**config.mk**
```make
export PLATFORM = sky130hd
export DESIGN_NAME = uart_rx_fifo
export DESIGN_NICKNAME = d
export VERILOG_FILES = /design/src/rtl/uart_pkg.sv /design/src/rtl/sync_fifo.sv /design/src/rtl/uart_rx_fifo.sv
export SDC_FILE = /design/constraint.sdc
export NUM_CORES = 1
export LEC_CHECK = 0
export BUFFER_PORTS_ARGS = -buffer_cell sky130_fd_sc_hd__buf_2
export CAP_MARGIN = 0
export CORE_MARGIN = 10
export CORE_UTILIZATION = 45
export CTS_BUF_LIST = sky130_fd_sc_hd__clkbuf_8
export DETAILED_ROUTE_END_ITERATION = 8
export RECOVER_POWER = 25
export SETUP_SLACK_MARGIN = 0.15
export SYNTH_ARGS = -nofsm -noshare
export SYNTH_HDL_FRONTEND = slang
export SYNTH_HIERARCHICAL = 1
export SYNTH_SLANG_ARGS = --single-unit
```
**constraint.sdc**
```tcl
create_clock -name clk -period 6.3 [get_ports clk]
set_clock_uncertainty 0.15 [all_clocks]
set_input_delay 0.63 -clock clk [delete_from_list [all_inputs] [get_ports clk]]
set_output_delay 0.63 -clock clk [all_outputs]
set_load 0.1 [all_outputs]
```
**src/rtl/uart_pkg.sv**
```systemverilog
// Shared UART constants: data width, default receive FIFO depth, capture FSM encoding and baud timing.
package uart_pkg;

   localparam int UART_DW    = 8;
   localparam int FIFO_DEPTH = 16;

   localparam int CLK_HZ     = 50_000_000;
   localparam int BAUD_RATE  = 9600;
   localparam int OVERSAMPLE = 16;
   localparam int BAUD_DIV   = CLK_HZ / BAUD_RATE;
   localparam int TICK_DIV   = CLK_HZ / (BAUD_RATE * OVERSAMPLE);

   typedef enum logic [1:0] {
      ST_IDLE = 2'd0,
      ST_CLR  = 2'd1,
      ST_WAIT = 2'd2
   } cap_state_t;

endpackage

```
**src/rtl/sync_fifo.sv**
```systemverilog
// Circular buffer with first-word-fall-through read; full/empty come from the occupancy count.
// A push into a full buffer is accepted only when a pop happens on the same edge.
module sync_fifo #(
   parameter int W     = 9,
   parameter int DEPTH = 16,
   parameter int AW    = 4
) (
   input  logic          clk_i,
   input  logic          rst_i,
   input  logic          wr_en_i,
   input  logic [W-1:0]  wr_data_i,
   input  logic          rd_en_i,
   output logic [W-1:0]  rd_data_o,
   output logic          empty_o,
   output logic          full_o,
   output logic [AW:0]   count_o
);

   logic [W-1:0]  mem_q [DEPTH];
   logic [AW-1:0] wptr_q, wptr_d;
   logic [AW-1:0] rptr_q, rptr_d;
   logic [AW:0]   count_q, count_d;
   logic          rd_ok, wr_ok;

   assign empty_o = (count_q == '0);
   assign full_o  = (count_q == (AW+1)'(DEPTH));
   assign count_o = count_q;

   // A pop on an empty buffer is meaningless; a full buffer only takes a push if it pops too.
   assign rd_ok = rd_en_i && !empty_o;
   assign wr_ok = wr_en_i && (!full_o || rd_ok);

   assign rd_data_o = empty_o ? '0 : mem_q[rptr_q];

   always_comb begin
      wptr_d  = wr_ok ? wptr_q + 1'b1 : wptr_q;
      rptr_d  = rd_ok ? rptr_q + 1'b1 : rptr_q;
      count_d = count_q;
      case ({wr_ok, rd_ok})
         2'b10:   count_d = count_q + 1'b1;
         2'b01:   count_d = count_q - 1'b1;
         default: count_d = count_q;
      endcase
   end

   always_ff @(posedge clk_i) begin
      if (rst_i) begin
         wptr_q  <= '0;
         rptr_q  <= '0;
         count_q <= '0;
      end else begin
         wptr_q  <= wptr_d;
         rptr_q  <= rptr_d;
         count_q <= count_d;
      end
   end

   always_ff @(posedge clk_i) begin
      if (wr_ok) begin
         mem_q[wptr_q] <= wr_data_i;
      end
   end

endmodule

```
**src/rtl/uart_rx_fifo.sv**
```systemverilog
// Captures receiver bytes into a FWFT FIFO, pulses rx_flag_clr once per flag, tracks sticky overflow.
// UART_RX_FIFO_PERR_DROP_EN: discard parity-error bytes and count them on perr_drop_cnt.
module uart_rx_fifo
   import uart_pkg::*;
#(
   parameter int DW    = UART_DW,
   parameter int DEPTH = FIFO_DEPTH,
   parameter int AW    = $clog2(DEPTH)
) (
   input  logic          clk,
   input  logic          nrst,
   input  logic [DW-1:0] rx_data,
   input  logic          rx_flag,
   input  logic          parity_error,
   output logic          rx_flag_clr,
   input  logic          rd_en,
   output logic [DW-1:0] rd_data,
   output logic          rd_perr,
   output logic          empty,
   output logic          full,
   output logic [AW:0]   count,
   output logic          overflow,
   input  logic          overflow_clr
`ifdef UART_RX_FIFO_PERR_DROP_EN
   ,
   output logic [7:0]    perr_drop_cnt
`endif
);

   cap_state_t  state_q;
   logic        rx_flag_clr_q;
   logic        overflow_q, overflow_d;
   logic        capture, store, overflow_set;
   logic [DW:0] wr_word, rd_word;

   assign capture = (state_q == ST_IDLE) && rx_flag;

`ifdef UART_RX_FIFO_PERR_DROP_EN
   logic [7:0] perr_drop_cnt_q, perr_drop_cnt_d;

   assign store   = capture && !parity_error;
   assign wr_word = {1'b0, rx_data};
   assign rd_perr = 1'b0;
   assign perr_drop_cnt = perr_drop_cnt_q;

   always_comb begin
      perr_drop_cnt_d = perr_drop_cnt_q;
      if (capture && parity_error && perr_drop_cnt_q != 8'hFF) begin
         perr_drop_cnt_d = perr_drop_cnt_q + 8'd1;
      end
   end

   always_ff @(posedge clk) begin
      if (nrst) perr_drop_cnt_q <= '0;
      else      perr_drop_cnt_q <= perr_drop_cnt_d;
   end
`else
   assign store   = capture;
   assign wr_word = {parity_error, rx_data};
   assign rd_perr = rd_word[DW];
`endif

   sync_fifo #(
      .W     (DW + 1),
      .DEPTH (DEPTH),
      .AW    (AW)
   ) u_fifo (
      .clk_i     (clk),
      .rst_i     (nrst),
      .wr_en_i   (store),
      .wr_data_i (wr_word),
      .rd_en_i   (rd_en),
      .rd_data_o (rd_word),
      .empty_o   (empty),
      .full_o    (full),
      .count_o   (count)
   );

   assign rd_data     = rd_word[DW-1:0];
   assign rx_flag_clr = rx_flag_clr_q;
   assign overflow    = overflow_q;

   // Full implies non-empty, so a same-cycle rd_en always frees the slot the byte needs.
   assign overflow_set = store && full && !rd_en;

   always_comb begin
      overflow_d = overflow_q;
      if (overflow_set)      overflow_d = 1'b1;
      else if (overflow_clr) overflow_d = 1'b0;
   end

   always_ff @(posedge clk) begin
      if (nrst) overflow_q <= 1'b0;
      else      overflow_q <= overflow_d;
   end

   always_ff @(posedge clk) begin
      if (nrst) begin
         state_q       <= ST_IDLE;
         rx_flag_clr_q <= 1'b0;
      end else begin
         case (state_q)
            ST_IDLE: begin
               rx_flag_clr_q <= 1'b0;
               if (rx_flag) begin
                  state_q       <= ST_CLR;
                  rx_flag_clr_q <= 1'b1;
               end
            end
            ST_CLR: begin
               state_q       <= ST_WAIT;
               rx_flag_clr_q <= 1'b0;
            end
            ST_WAIT: begin
               rx_flag_clr_q <= 1'b0;
               if (!rx_flag) state_q <= ST_IDLE;
            end
            default: begin
               state_q       <= ST_IDLE;
               rx_flag_clr_q <= 1'b0;
            end
         endcase
      end
   end

endmodule

```
==> summary.txt, run 1 <==
run status: finished clean
ratio of cells with drive above 1 in the final layout: 0.2500
global-route wire length before repair: 20440 µm
clock slew at reported path FFs: 0.08 ns
critical path depth in cells: 4
Routed wire per std cell: 21.46 µm
Slew headroom: 0.2613
syn_nets: 394
Crit path max-delay family: simple AND/OR/NAND/NOR gates
CTS tree: done
Reg2Reg Setup Slack: 3.25 ns
Die Y: 142.1 µm
syn avg cell area: 18.09 µm²
power per cell area: 415.0 nW/µm²
ys flop type: edfxtp_1
fin util: 0.5105
Post-Syn Area: 6711 µm²
Worst Hold Class: input port to flop
Worst-Margin Slew: 1.104 ns
DR DRC count: 0
# IOs: 32
initial cell density of the core: 0.4600
RR Startpoint: u_fifo/count_o[0]
Final setup viols: 0
largest net degree at the start of global routing: 37
CTS max path bufs: 2
Final nets: 431
antenna violations before repair: 1
# fillers: 1167
startpoint types: flop
max cap viols: 0
storage element area: 4747 µm²
CP max stage delay: 0.80 ns
GP Congestion: 0.7494
P&R area growth vs syn: 10.98%
Post-DP HPWL: 8331 µm
crit end category: primary output
1st-iter DRT viols: 184
Hold Buf Count CTS: 0
Die Area: 20200 µm²
async set-reset flop share out of synthesis: 0
Post-synth EDFFs: 144
Core Region: 14590 µm²
total grt overflow: 0
crit path max fanout: 10
WP buf/inv: 1
Worst path slowest cell: or4_1
WL final: 12980 µm
Synth area leaders: edfxtp_1, mux4_2, dfxtp_1
Final TNS setup: 0 ns
Worst IR Drop VDD: 0.0003558 V
# resized after CTS: 0
R2R depth: 8
max frequency: 268.4 MHz
gr usage total: 0.1354
top-area cell type share of the netlist area: 0.6443
number of CTS-inserted buffers: 17
fin area: 7448 µm²
die width: 142.1 µm
CP cell instances: or4_1, nor2_1, a211oi_1, buf_2
Vias/cell: 5.593
worst skew pair latency: 0.45 ns
flops & latches, synth: 165
sequential share of the synthesized area: 0.7069
Yosys top cell by area: edfxtp_1
commonest non-fill, non-tap cell in the layout: edfxtp_1
Tot Pwr: 0.003091 W
vias in the first global route: 3625
clk root buf: clkbuf_8
Row Count: 44
worst path required time: 5.52 ns
Unique masters post-synth: 45
Pleak: 2.380 nW
postcts setup bufs: 0
critical path endpoint: rd_data[3]
Multi-input gate area: 1849 µm²
crit path kind: flop to primary output
WP data arrival: 2.95 ns
RSZ-0062 raised after global routing: false
YS warnings: 6
vias: 3384
Slew Viols, Final: 0
Port-buffer cells: 31
Post-Syn Instances: 371
Initial DRT Pass Iterations: 4
fin crit period: 3.726 ns
placed cell area: 7079 µm²
Sink Count: 165
final count of hold timing violations: 0
FF-to-FF End: u_fifo/count_o[4]
critical path startpoint: u_fifo/count_o[0]
Final ANT Viol Nets: 0
crit share post-route: 0.5914
CTS H-tree depth: 4
leading cell types in the layout, fill and taps excluded: edfxtp_1, mux4_2, buf_2
## state kept, by name, summed over array words and instances, names as in the netlist, named ones only
register,cells
u_fifo/mem_q,144
u_fifo/count_o,5
u_fifo/rptr_q,4
u_fifo/wptr_q,4
state_q,2
overflow,1
rx_flag_clr,1
## metal layers
metal | track usage | vias to the layer above | share of wire
met4 | 0.04949 | 0 | 0.014
met1 | 0.1640 | 1753 | 0.43
met2 | 0.2256 | 66 | 0.52
li1 | - | 1553 | -
met5 | 0 | - | 0
met3 | 0.03838 | 12 | 0.036
## Yosys cell counts (3+ instances only)
master    instances
nor3b_1           4
o21a_1            5
nor2_1           18
o21ai_0           3
and2_1            8
nor3_1            4
nor4_1            5
clkbuf_1          8
buf_2             5
mux4_2           36
buf_1             3
inv_1            13
nand2b_1          3
xor2_1            3
a21oi_1           3
edfxtp_1        144
nor2b_1          12
a211oi_1         19
mux2i_1          13
ha_1              8
dfxtp_1          21
nand3_1           5
## cell type report
type                    instances  share of cell area
multi-input cells             173              0.2483
clock buffers                  17             0.03141
flip-flops and latches        165              0.6373
repair buffers                 37             0.02553
diodes                          1           0.0003360
inverters                      14            0.007055
well taps                     184             0.03091
clock inverters                14             0.01915
## power by group
part           switching, W  leakage (nW)  internal, W
Clock              0.000355         0.195     0.000379
Sequential        0.0000645          1.47      0.00123
Combinational      0.000801         0.715     0.000263
## kinds of logic (layout without fill, tap and decap cells)
| logic type | Yosys count | count (layout) | synth area share |
|---|---|---|---|
| AOI/OAI and AO/OA | 42 | 42 | 0.04847 |
| xor gates and xnor gates | 5 | 5 | 0.006526 |
| adders and majority gates | 9 | 9 | 0.01790 |
| buffers and inverters | 33 | 82 | 0.02125 |
| DFF | 165 | 165 | 0.7069 |
| muxes | 50 | 50 | 0.1419 |
| other | 0 | 1 | 0 |
| and+or+nand+nor | 67 | 67 | 0.05705 |
## through the flow
| stage | hold WS [ns] | std cells | setup slack, ns |
|---|---|---|---|
| floorplan | 0.2979 | 371 | 1.247 |
| global placement | 0.3116 | 573 | 3.082 |
| detailed placement | 0.3370 | 573 | 3.055 |
| CTS | 0.2038 | 604 | 2.541 |
| global route | 0.2131 | 604 | 2.398 |
| finish | 0.2390 | 605 | 2.574 |
## worst min path at each step
stage | slack [ns] | start | cells past startpoint | end
after floorplan | 0.30 | state_q[0] | 2 | state_q[1]
after global placement | 0.31 | overflow | 2 | overflow
after detailed placement | 0.34 | overflow | 2 | overflow
after CTS | 0.20 | overflow_clr | 2 | overflow
after global routing | 0.21 | overflow_clr | 2 | overflow
final | 0.24 | overflow_clr | 2 | overflow
Note: power is estimated with default switching activity, not from simulation.
==> inputs of run 2 (changes only) <==
- clock period: 6.3 -> 3 ns (I/O delays scaled with it)
==> run 2 against run 1 <==
  * Wire length grew 6.9%
  * Hold slack got worse by 0.15 ns
  * Design area rose by 7.4%
  * Combinational power grew to 2.7 times the previous value
  * Die area is the same
  * Clock power increased by 140%
  * Critical endpoint is now rd_data[1]
  * Critical path type unchanged
  * Via count rose by 4.2%
  * Flip-flop and latch count unchanged
  * Register-to-register slack got worse by 3.0 ns
==> summary.txt, run 2 (synthesized netlist as in run 1, its figures left out) <==
1st-iter DRT viols: 244 (+33%)
largest net degree at the start of global routing: 37 (unchanged)
Final ANT Viol Nets: 0 (unchanged)
initial cell density of the core: 0.4600 (unchanged)
crit end category: primary output
dpl cells: 591 (+3.1%)
RSZ-0062 raised after global routing: true
Reg2Reg Setup Slack: 0.25 ns (-3.00 ns)
NetSw: 0.002744 W (+120%)
Final setup viols: 0 (unchanged)
Worst Hold Class: input port to flop
fin area: 7996 µm² (+7.4%)
vias: 3525 (+4.2%)
Port-buffer cells: 31 (unchanged)
critical path endpoint: rd_data[1]
CP max stage delay: 0.54 ns (-0.26 ns)
Pint: 0.004560 W (+140%)
CTS max path bufs: 2 (unchanged)
critical path depth in cells: 5 (+1)
Final nets: 456 (+5.8%)
final count of hold timing violations: 0 (unchanged)
Post-DP HPWL: 9187 µm (+10%)
WP data arrival: 2.33 ns (-0.62 ns)
startpoint types: flop
die width: 142.1 µm (unchanged)
DR DRC count: 0 (unchanged)
power per cell area: 913.5 nW/µm² (+120%)
clock slew at reported path FFs: 0.08 ns (about the same)
Final WS setup: 0.2226 ns (-2.351 ns)
Sw Ratio: 0.3757 (-0.01908)
Final TNS setup: 0 ns (unchanged)
clk root buf: clkbuf_8
# IOs: 32 (unchanged)
Clk pwr share: 0.238 (about the same)
Vias/cell: 5.595 (about the same)
total grt overflow: 0 (unchanged)
crit path max fanout: 18 (+8)
Routed wire per std cell: 22.04 µm (+2.7%)
Slew headroom: 0.3839 (+0.1226)
commonest non-fill, non-tap cell in the layout: edfxtp_1
Core Region: 14590 µm² (unchanged)
Die Area: 20200 µm² (unchanged)
gr usage total: 0.1431 (+0.007694)
# diodes: 0 (-1)
Post-Place Setup Slack: 0.2249 ns (-2.830 ns)
P&R area growth vs syn: 19.15%
RR Startpoint: u_fifo/count_o[0]
vias in the first global route: 3703 (+2.2%)
crit share post-route: 0.9258
Worst-Margin Slew: 0.9229 ns (-0.1811 ns)
register share of total power: 0.369 (-0.049)
Initial DRT Pass Iterations: 4 (unchanged)
Worst path slowest cell: mux4_2
Pleak: 2.618 nW (+10%)
worst skew pair latency: 0.45 ns (about the same)
WP buf/inv: 2 (+1)
FF-to-FF End: u_fifo/count_o[4]
Biggest register: u_fifo/mem_q
max reg flops: 144 (unchanged)
Sink Count: 165 (unchanged)
Crit path max-delay family: multiplexers
global-route wire length before repair: 21460 µm (+5.0%)
placed cell area: 7428 µm² (+4.9%)
leading cell types in the layout, fill and taps excluded: edfxtp_1, mux4_2, buf_4
crit path kind: flop to primary output
worst path required time: 2.55 ns (-2.97 ns)
GP Congestion: 0.7811 (+4.2%)
CTS tree: done
max frequency: 360.1 MHz
WL final: 13880 µm (+6.9%)
Worst IR Drop VDD: 0.0009275 V (+160%)
ratio of cells with drive above 1 in the final layout: 0.3475 (+0.09753)
Slew Viols, Final: 0 (unchanged)
Post-Layout Cell Count: 630 (+4.1%)
max cap viols: 0 (unchanged)
most used cell, CP: buf_12
fin crit period: 2.777 ns
R2R depth: 8 (unchanged)
CTS H-tree depth: 4 (unchanged)
number of CTS-inserted buffers: 17 (unchanged)
antenna violations before repair: 0 (-1)
Row Count: 44 (unchanged)
run status: finished clean
Die Y: 142.1 µm (unchanged)
CP cell instances: buf_12, mux4_2, mux2i_1, a211oi_2, buf_12
combinational fraction of design power: 0.394 (+0.050)
## run 2: changes by cell type in the layout (fill, tap and decap cells not counted), moves of 3 or more
cell / before / now
clkinv_2: 6 / 2
clkbuf_8: 17 / 21
buf_2: 23 / 14
inv_1: 13 / 16
buf_6: 0 / 3
buf_12: 0 / 10
dfxtp_4: 0 / 4
buf_4: 6 / 24
clkinv_1: 4 / 0
dfxtp_1: 19 / 14
a211oi_1: 19 / 3
a211oi_2: 0 / 16
## run 2: area by class of cell
type	count	area, µm²
tap	184	230.2
inverter	14	52.55
fill	1109	6593
timing repair buffer	62	559.3
clock buffer	21	289.0
multi-input combinational	173	1946
clock inverter	11	156.4
sequential	165	4763
## run 2: worst min path at each step
stage	start	endpoint	depth (start not counted)
final	nrst	u_fifo/wptr_q[1]	2
after global routing	rx_data[0]	u_fifo/mem_q[4][0]	1
after CTS	parity_error	u_fifo/mem_q[12][8]	1
after detailed placement	state_q[0]	state_q[1]	2
after global placement	overflow	overflow	2
after floorplan	nrst	state_q[1]	1
## run 2: repair_timing
action | in CTS | in global routing
cloned | 0 | 1
gates resized for setup | 8 | 6
endpoints found under the hold margin | 2 | 0
hold buffers | 2 | 0
setup buffers | 4 | 0
setup endpoints to repair | 8 | 8
pin swaps | 0 | 3
## run 2: metal layers
metal  global-route usage  vias to the layer above  wire length, µm
met3              0.03605                       14              821
met5                    0                        -                0
met2               0.2359                       98             7016
met1               0.1767                     1806             5844
li1                     -                     1607                -
met4              0.05702                        0              201
## run 2: per-stage QoR
stage | total power [W] | util | hold slack [ns]
6_report | 0.007305 | 0.5481 | 0.08753
5_1_grt | 0.007588 | 0.5481 | 0.08011
4_1_cts | 0.007325 | 0.5454 | 0.04392
3_5_place_dp | 0.005537 | 0.5092 | 0.3355
3_3_place_gp | 0.005505 | 0.5092 | 0.3139
2_1_floorplan | 0.004714 | - | 0.2191
## run 2: power by group through the flow
stage / logic (W) / clock network [W] / registers (W)
2_1_floorplan: 0.00181 / 0 / 0.00290
3_3_place_gp: 0.00278 / 0 / 0.00273
3_5_place_dp: 0.00280 / 0 / 0.00274
4_1_cts: 0.00287 / 0.00177 / 0.00268
5_1_grt: 0.00301 / 0.00187 / 0.00271
6_report: 0.00288 / 0.00174 / 0.00269
## run 2: worst reg2reg max path: stages, from the launching register on
cell and delay (ns):
dfxtp_4 0.37, or4_4 0.56, o21ai_4 0.22, inv_2 0.11, ha_1 0.34, nand2b_1 0.09, o2bb2ai_1 0.16, a2111oi_0 0.11
or4_1 0.53
==> inputs of run 3 (changes only) <==
- clock period: 3 -> 3.4 ns (I/O delays scaled with it)
==> run 3 against run 2 <==
  * Count of clock-buffer cells in the layout down 4
  * Register-to-register slack better by 0.26 ns
  * Power down 19%
  * Largest power group is now registers
  * Highest routed layer unchanged
==> summary.txt, run 3 (synthesized netlist as in run 1, its figures left out) <==
run status: finished clean
Final TNS setup: 0 ns (unchanged)
WP data arrival: 2.59 ns (+0.26 ns)
largest net degree at the start of global routing: 21 (-43%)
CP max stage delay: 0.51 ns (-0.03 ns)
Biggest register: u_fifo/mem_q
1st-iter DRT viols: 252 (+3.3%)
postcts setup bufs: 0 (-4)
CTS tree: done
Worst-Margin Slew: 1.094 ns (+0.1707 ns)
Slew headroom: 0.2682 (-0.1157)
# diodes: 0 (unchanged)
Row Count: 44 (unchanged)
antenna violations before repair: 0 (unchanged)
Post-Layout Cell Count: 611 (-3.0%)
max frequency: 324.6 MHz
Final ANT Viol Nets: 0 (unchanged)
commonest non-fill, non-tap cell in the layout: edfxtp_1
met1 GRT Util: 0.1674 (-0.009340)
worst skew pair latency: 0.44 ns (about the same)
CTS max path bufs: 2 (unchanged)
max cap viols: 0 (unchanged)
startpoint types: flop
fin area: 7610 µm² (-4.8%)
DR DRC count: 0 (unchanged)
Port-buffer cells: 31 (unchanged)
GP Congestion: 0.7951 (+1.8%)
worst path required time: 2.91 ns (+0.36 ns)
Vias/cell: 5.514 (-1.5%)
Worst path slowest cell: mux4_2
CTS H-tree depth: 4 (unchanged)
Final nets: 437 (-4.2%)
Pleak: 2.440 nW (-6.8%)
Crit path max-delay family: buffers and inverters
vias: 3369 (-4.4%)
Core Region: 14590 µm² (unchanged)
WL final: 13140 µm (-5.3%)
# IOs: 32 (unchanged)
Sink Count: 165 (unchanged)
met3 Use GR: 0.04239 (+0.006342)
Die Area: 20200 µm² (unchanged)
gr usage total: 0.1360 (-0.007072)
total grt overflow: 0 (unchanged)
dpl cells: 578 (-2.2%)
Routed wire per std cell: 21.51 µm (-2.4%)
Most Crowded Layer GR: met2
Worst IR Drop VDD: 0.001058 V (+14%)
global-route wire length before repair: 20670 µm (-3.7%)
Post-Place Setup Slack: 0.4259 ns (+0.2011 ns)
Post-DP HPWL: 8669 µm (-5.6%)
vias in the first global route: 3741 (+1.0%)
final count of hold timing violations: 0 (unchanged)
ratio of cells with drive above 1 in the final layout: 0.3068 (-0.04074)
fin crit period: 3.080 ns
# fillers: 1163 (+4.9%)
Worst Hold Class: input port to flop
number of CTS-inserted buffers: 17 (unchanged)
WP buf/inv: 2 (unchanged)
crit end category: primary output
max reg flops: 144 (unchanged)
Final WS setup: 0.3195 ns (+0.09693 ns)
crit path max fanout: 15 (-3)
power per cell area: 776.5 nW/µm² (-15%)
CP cell instances: buf_12, mux4_2, nor2b_1, a211oi_1, a211oi_2, buf_2
Die Y: 142.1 µm (unchanged)
placed cell area: 7203 µm² (-3.0%)
met2 usage: 0.2244 (-0.01142)
leading cell types in the layout, fill and taps excluded: edfxtp_1, mux4_2, buf_2
crit share post-route: 0.9060
Slew Viols, Final: 0 (unchanged)
crit path kind: flop to primary output
P&R area growth vs syn: 13.39%
clock slew at reported path FFs: 0.08 ns (about the same)
die width: 142.1 µm (unchanged)
worst hold slack: 0.02779 ns (-0.05973 ns)
RSZ-0062 raised after global routing: false
Initial DRT Pass Iterations: 6 (+2)
clk root buf: clkbuf_8
initial cell density of the core: 0.4600 (unchanged)
Final setup viols: 0 (unchanged)
## run 3: final cells by class
cell class	count	area, µm²	share of cell area
inverter	14	52.55	0.006906
sequential	165	4756	0.6250
tap	184	230.2	0.03025
multi-input combinational	173	1904	0.2502
clock buffer	17	234.0	0.03075
timing repair buffer	43	267.8	0.03519
clock inverter	15	165.2	0.02170
## run 3: final timing paths
kind,start,to,slack (ns),depth (start not counted)
worst max register to register,state_q[1],u_fifo/count_o[4],0.51,9
worst min-delay path,rx_flag,state_q[1],0.03,3
worst min register to register,overflow,overflow,0.33,2
worst max-delay path,flop,rd_data[5],0.32,6
## run 3: repair_timing
item                                    4_1_cts  5_1_grt
endpoints found under the setup margin        0        7
hold buffers                                  1        0
endpoints found under the hold margin         1        0
gates resized for setup                       0        2
## run 3: power by group
part           leakage (nW)  internal (W)  switching, W
Sequential             1.47       0.00228      0.000109
Combinational         0.767      0.000566       0.00155
Clock                 0.200      0.000717      0.000681
## run 3: metrics by stage
step	power [W]	utilization
2_1_floorplan	0.004154	-
4_1_cts	0.005967	0.5218
3_3_place_gp	0.004541	0.4937
6_report	0.005909	0.5216
5_1_grt	0.006174	0.5216
3_5_place_dp	0.004574	0.4937
## run 3: worst register-to-register path: cells and delay by family (launching register included)
| family | cells | cell delay, ns |
|---|---|---|
| simple gates | 3 | 1.10 |
| compound gates | 3 | 0.47 |
| buf+inv | 2 | 0.40 |
| flops | 1 | 0.32 |
| fa+ha+maj | 1 | 0.32 |
## run 3: metal layers
metal  routed length (µm)  part of all wire
met1                 5767              0.44
met2                 6719              0.51
met3                  595             0.045
met4                   61            0.0046
met5                    0                 0
